$ cat src/rtl/seg7_pkg.sv
// Shared types and constants for the seven-segment scan driver.
// Leading-zero blanking in the top is selected with SEG7_LZB_EN.
package seg7_pkg;

  typedef enum logic [1:0] {
    IDLE  = 2'd0,
    BLANK = 2'd1,
    SHOW  = 2'd2
  } state_t;

  localparam int unsigned CNT_W     = 4;
  localparam logic [6:0]  SEG_BLANK = 7'h7F;
  localparam logic [3:0]  AN_OFF    = 4'hF;

  // Active-low {g,f,e,d,c,b,a} patterns for hex digits 0..F.
  localparam logic [6:0] HEX_SEG [0:15] = '{
    7'h40, 7'h79, 7'h24, 7'h30, 7'h19, 7'h12, 7'h02, 7'h78,
    7'h00, 7'h10, 7'h08, 7'h03, 7'h46, 7'h21, 7'h06, 7'h0E
  };

endpackage

$ cat src/rtl/seg7_scan_mux_hex_to_seg7.sv
// Combinational hex nibble to active-low seven-segment decoder.
module hex_to_seg7
  import seg7_pkg::*;
(
  input  logic [3:0] nibble,
  output logic [6:0] seg_c
);

  assign seg_c = HEX_SEG[nibble];

endmodule

$ cat src/rtl/seg7_scan_mux.sv
// Four-digit common-anode scan driver stepped by a synchronized scan_clk.
// Optional leading-zero blanking: define SEG7_LZB_EN.
module seg7_scan_mux
  import seg7_pkg::*;
#(
  parameter int unsigned NUM_DIGITS   = 4,
  parameter int unsigned BLANK_CYCLES = 2
) (
  input  logic        clk_in,
  input  logic        rst,
  input  logic        scan_clk,
  input  logic        enable,
  input  logic [15:0] value,
  input  logic [3:0]  dp,
  output logic [3:0]  an,
  output logic [6:0]  seg,
  output logic        dp_n,
  output logic [1:0]  digit_idx
);

  localparam logic [1:0]       LAST_IDX = 2'(NUM_DIGITS - 1);
  localparam logic [CNT_W-1:0] CNT_LOAD = CNT_W'(BLANK_CYCLES - 1);

  logic             sync1, sync2, hist, step;
  state_t           state_q, state_d;
  logic [CNT_W-1:0] cnt_q, cnt_d;
  logic [1:0]       idx_d;
  logic             snap;
  logic [15:0]      shadow_val;
  logic [3:0]       shadow_dp;
  logic [3:0]       nibble;
  logic [6:0]       dec_seg;
  logic             lz_blank;
  logic [3:0]       an_d;
  logic [6:0]       seg_d;
  logic             dp_n_d;

  // scan_clk is data: two-flop synchronizer, history flop, registered edge pulse.
  always_ff @(posedge clk_in) begin
    if (rst) begin
      sync1 <= 1'b0;
      sync2 <= 1'b0;
      hist  <= 1'b0;
      step  <= 1'b0;
    end else begin
      sync1 <= scan_clk;
      sync2 <= sync1;
      hist  <= sync2;
      step  <= sync2 & ~hist;
    end
  end

  // State, counter, digit index, snapshot and registered outputs.
  always_ff @(posedge clk_in) begin
    if (rst) begin
      state_q    <= IDLE;
      cnt_q      <= '0;
      digit_idx  <= '0;
      shadow_val <= '0;
      shadow_dp  <= '0;
      an         <= AN_OFF;
      seg        <= SEG_BLANK;
      dp_n       <= 1'b1;
    end else begin
      state_q   <= state_d;
      cnt_q     <= cnt_d;
      digit_idx <= idx_d;
      if (snap) begin
        shadow_val <= value;
        shadow_dp  <= dp;
      end
      an   <= an_d;
      seg  <= seg_d;
      dp_n <= dp_n_d;
    end
  end

  // Next-state logic; disable wins over step, steps outside SHOW are dropped.
  always_comb begin
    state_d = state_q;
    cnt_d   = cnt_q;
    idx_d   = digit_idx;
    snap    = 1'b0;
    if (!enable) begin
      state_d = IDLE;
      idx_d   = '0;
    end else begin
      case (state_q)
        IDLE: begin
          state_d = BLANK;
          cnt_d   = CNT_LOAD;
          idx_d   = '0;
          snap    = 1'b1;
        end
        BLANK: begin
          if (cnt_q == '0) state_d = SHOW;
          else             cnt_d   = cnt_q - CNT_W'(1);
        end
        SHOW: begin
          if (step) begin
            state_d = BLANK;
            cnt_d   = CNT_LOAD;
            if (digit_idx == LAST_IDX) begin
              idx_d = '0;
              snap  = 1'b1;
            end else begin
              idx_d = digit_idx + 2'(1);
            end
          end
        end
        default: begin
          state_d = IDLE;
          idx_d   = '0;
        end
      endcase
    end
  end

  // Shadow is always loaded at least one cycle before the SHOW it feeds.
  assign nibble = shadow_val[4*int'(idx_d) +: 4];

  hex_to_seg7 u_dec (
    .nibble (nibble),
    .seg_c  (dec_seg)
  );

`ifdef SEG7_LZB_EN
  assign lz_blank = (idx_d != 2'd0) && ((shadow_val >> (4*int'(idx_d))) == 16'h0000);
`else
  assign lz_blank = 1'b0;
`endif

  // Output values follow the next state so they line up with it.
  always_comb begin
    an_d   = AN_OFF;
    seg_d  = SEG_BLANK;
    dp_n_d = 1'b1;
    if (state_d == SHOW) begin
      an_d   = ~(4'(1) << idx_d);
      seg_d  = lz_blank ? SEG_BLANK : dec_seg;
      dp_n_d = ~shadow_dp[idx_d];
    end
  end

endmodule

$ cat config.mk
export PLATFORM = sky130hd
export DESIGN_NAME = seg7_scan_mux
export DESIGN_NICKNAME = d
export VERILOG_FILES = /design/src/rtl/seg7_pkg.sv /design/src/rtl/seg7_scan_mux_hex_to_seg7.sv /design/src/rtl/seg7_scan_mux.sv
export SDC_FILE = /design/constraint.sdc
export NUM_CORES = 1
export LEC_CHECK = 0
export BUFFER_PORTS_ARGS = -buffer_cell sky130_fd_sc_hd__buf_4
export CORE_ASPECT_RATIO = 1.5
export CORE_MARGIN = 1.5
export CORE_UTILIZATION = 45
export CTS_CLUSTER_SIZE = 12
export DETAILED_ROUTE_END_ITERATION = 16
export HOLD_SLACK_MARGIN = 0.08
export PLACE_DENSITY = 0.8
export SLEW_MARGIN = 20
export SYNTH_ARGS = -nofsm -noshare
export SYNTH_HDL_FRONTEND = slang
export SYNTH_HIERARCHICAL = 1
export SYNTH_SLANG_ARGS = --single-unit
$ cat constraint.sdc
create_clock -name clk_in -period 3.4 [get_ports clk_in]
set_clock_uncertainty 0.1 [all_clocks]
set_input_delay 0.68 -clock clk_in [delete_from_list [all_inputs] [get_ports clk_in]]
set_output_delay 0.68 -clock clk_in [all_outputs]
set_load 0.005 [all_outputs]
==> summary.md <==
The remaining antenna violation count after routing was 0; the share of flip-flops with an asynchronous set or reset after synthesis was 0%. The worst IR drop on VDD came out at 0.0003395 V. The tools report the placement row count as 30.

Across every metal layer, demand over resource in global routing totals 16.30%. For this run, the leading register cell type out of synthesis is sky130_fd_sc_hd__dfxtp_1. The final hold violation count was 0; the global-route wire length before repair was 6.341 mm.

Synthesis produced 238 cells. The floorplan step set the die width to 58.42 um. The wire-length estimate of the detail-placed layout is 2.760 mm. Yosys mapped a number of flops with a built-in enable equal to 0. The clock passes through at most 2 buffers.

For the final routed database, the setup TNS stands at 0 ns. Setup repair after global routing left no endpoint under its margin. The area of the die is 5032 um^2. Global routing consumed, on the met1 layer, 18.80% of the routing resources.

After synthesis, the netlist uses 41 different library cells. The congestion estimate from routability-driven global placement came to 0.7645. For this run, the number of Yosys warnings is 6. The flow ran to the end, and the final reports show no timing, DRC or antenna violations. In the routed design, unresolved DRC markers number 0. The synthesized flop and latch total is 44.

The combined area of all synthesized cells is 2073 um^2, and the number of vias in the routed layout is 1681. Fill cells in the final layout number 429. The final critical path takes up 91.88% of the cycle. The area overhead of the layout relative to synthesis is 20.16%. The tools report the total clock buffers created by CTS as 5. Global routing consumed, on the met3 layer, 4.676% of the routing resources. Antenna diode instance count: 0.

Setup violations remaining at the end of the flow were counted as 0. The CTS clock-pin slew for the worst setup and hold paths was 0.08 ns; the max-slew headroom at the worst pin was 59.35%. Of all nets on the critical path, the largest fanout is 12. Summing the areas of all compound-gate instances in the mapped netlist gives 14.36% of the synthesized area. Sorting the synthesized cells by area gives the leading types as sky130_fd_sc_hd__dfxtp_1 42%, sky130_fd_sc_hd__nand2_1 8.7%, sky130_fd_sc_hd__ha_1 8.4%, sky130_fd_sc_hd__a21oi_1 5.8%, sky130_fd_sc_hd__mux2i_1 3.9%. Share of synthesized cell area in full adder, half adder and majority cells: 8.449%. Global routing finished with a remaining overflow of 0.

The dominant cell by count in the synthesized netlist was sky130_fd_sc_hd__nand2_1. The tools report the effective utilization at floorplan as 46.41%. The largest net degree at the start of global routing is 31, and the net count after synthesis is 276. The floorplan step set the die height to 86.13 um.

In the final routed layout, each cell accounts on average for 11.51 um. TritonCTS built the clock tree. The cell type contributing the most total cell area after synthesis is sky130_fd_sc_hd__dfxtp_1. At the later pin of the worst-skew pair, clock insertion delay measures 0.30 ns.

The overall power of the completed layout is 0.001008 W, and the measured slew at the worst slew-check pin is 0.6097 ns. Of the cells placed in the final design, the portion with a size suffix greater than 1 is 21.09%. The mux contribution to synthesized area works out to 6.940%. The net count of the finished layout is 313.

Among all stages on the critical path, the largest delay is contributed by sky130_fd_sc_hd__mux4_1. The kind of capture point of the worst setup path is a flop. For the sequential cell area fraction in the yosys report, the log shows 42.49%. The H-tree was split into 2 levels. The wire length reported by the detailed router came out at 3.717 mm. In this run the most used layer during global routing was met2. The core region is 4467 um^2. In this run the clock root is driven by a sky130_fd_sc_hd__clkbuf_8. For the number of global-route vias before repair, the log shows 1469. Data on the critical path arrives at its endpoint at 3.22 ns. The number of hold buffers added after CTS was 0. The critical path's largest stage delay was 0.60 ns. The tools report the number of pins with negative max-slew slack in the final report as 0. The run gives 27.17% as the met2 capacity usage during global routing. The worst hold path belongs to the class reg -> reg. The number of antenna violations at the first check in global routing was 0; the number of clock sinks was 44. Counting instances in the post-synthesis netlist gives the leading cell types as 48 x sky130_fd_sc_hd__nand2_1, 44 x sky130_fd_sc_hd__dfxtp_1, 24 x sky130_fd_sc_hd__a21oi_1. Based on the critical path, the design can be clocked at up to 320.1 MHz. The fraction of post-synthesis cell area in the top cell type by area came out at 42.49%. In this run the mean area of a mapped cell was 8.711 um^2. By area, the combinational part of the netlist is dominated by simple AND/OR/NAND/NOR gates. After Yosys synthesis, and, or, nand and nor cells account for 22.93% of the synthesized area.

The signal on the critical path passes through ha_1 -> mux2_2 -> a22oi_1 -> nor3b_2 -> a221o_1 -> mux4_1 -> nand2b_1. In this run, the number of DRC markers left after iteration 0 of detailed routing was 31. Summing the areas of all xor and xnor instances in the mapped netlist gives 0% of the synthesized area.

38 I/O pins were placed. The worst setup path is launched from a flop. The critical path is of the reg -> reg type.

For this design the static power due to leakage is 1.041 nW. The power density relative to cell area is 404.5 nW/um^2, and the quantity of gates resized following cts is 0. The tools report the first-pass iteration count of the detailed router as 4.

Dividing the detail-routed via count by the number of cells gives 5.204. In this run the post-CTS setup repair buffer count came out at 0. The smallest clock period supported by the final layout is computed as 3.124 ns. The tool flagged a number of max-cap violations equal to 0. In this run the tool buffered the top-level ports with 37 buffer cells. STA puts the critical path data required time at 3.49 ns.
state kept, by name, summed over array words and instances (netlist names):
register	flops
shadow_val	16
seg	7
an	4
cnt_q	4
shadow_dp	4
digit_idx	2
state_q	2
dp_n	1
hist	1
step	1
sync1	1
sync2	1
cells in the final DEF, fill, tap and decap left out, types with 2 or more instances in the layout:
cell type	instances
sky130_fd_sc_hd__nand2b_1	12
sky130_fd_sc_hd__a221oi_2	2
sky130_fd_sc_hd__mux2_2	2
sky130_fd_sc_hd__inv_1	10
sky130_fd_sc_hd__o21ai_1	2
sky130_fd_sc_hd__a211oi_1	2
sky130_fd_sc_hd__nor3_1	6
sky130_fd_sc_hd__a221o_1	3
sky130_fd_sc_hd__clkbuf_8	7
sky130_fd_sc_hd__and2_1	2
sky130_fd_sc_hd__nand2_1	48
sky130_fd_sc_hd__mux2i_1	8
sky130_fd_sc_hd__nor3b_2	2
sky130_fd_sc_hd__dfxtp_1	44
sky130_fd_sc_hd__or3_1	2
sky130_fd_sc_hd__ha_1	14
sky130_fd_sc_hd__a21o_1	2
sky130_fd_sc_hd__buf_4	41
sky130_fd_sc_hd__a21oi_1	24
sky130_fd_sc_hd__nand3_1	5
sky130_fd_sc_hd__nor2_1	7
sky130_fd_sc_hd__o21a_1	2
sky130_fd_sc_hd__nor2b_1	7
sky130_fd_sc_hd__o21ai_0	7
per-layer routing:
layer  wire [um]  vias up
met5           0        -
met4          93        0
met3         189        9
met2        1805       45
met1        1628      747
li1            -      880
per-stage QoR:
step | instance area (um^2) | hold slack, ns | utilization (%) | instances | worst slack, ns
4_1_cts | 2479 | 0.2850 | 55.49 | 323 | 0.1921
3_5_place_dp | 2382 | 0.2849 | 53.33 | 316 | 0.2359
5_1_grt | 2491 | 0.3041 | 55.77 | 323 | 0.04501
3_3_place_gp | 2382 | 0.2729 | 53.33 | 316 | 0.3591
6_report | 2491 | 0.2766 | 55.77 | 323 | 0.2761
2_1_floorplan | 2073 | 0.2674 | - | 238 | 0.1215
area by class of cell:
class                      count  area [um^2]  area share, %
inverter                      11        41.29          1.657
clock buffer                   7        96.34          3.867
timing repair buffer          41        307.8          12.36
tap                           48        60.06          2.411
sequential                    44        880.8          35.36
multi-input combinational    172         1105          44.35
worst max-delay path: cells and delay by family (launching register included):
kind            cells  cell delay [ns]
simple gates        2             0.58
compound gates      2             0.84
flops               1             0.34
mux                 2             0.86
fa+ha+maj           1             0.29
report_power, final:
part	internal (W)	leakage, nW	total, W	switching, W
Clock	0.000181	0.0503	0.000345	0.000164
Combinational	0.0000587	0.631	0.000120	0.0000611
Sequential	0.000533	0.359	0.000543	0.00000956
Total	0.000773	1.04	0.00101	0.000235
cell families after synthesis:
group	count (synthesis)
compound gates	49
buf+inv	22
mux	12
fa+ha+maj	14
flops	44
simple gates	97
worst paths after layout:
check	start	endpoint	slack (ns)	cells after the start
worst max-delay path	digit_idx[0]$_SDFF_PP0_	seg[3]$_SDFF_PP1_	0.28	7
worst min-delay path	hist$_SDFF_PP0_	step$_SDFF_PP0_	0.28	1
worst max register to register	digit_idx[0]$_SDFF_PP0_	seg[3]$_SDFF_PP1_	0.28	7
worst min register to register	hist$_SDFF_PP0_	step$_SDFF_PP0_	0.28	1
No activity file was read; power rests on OpenSTA's default activity.
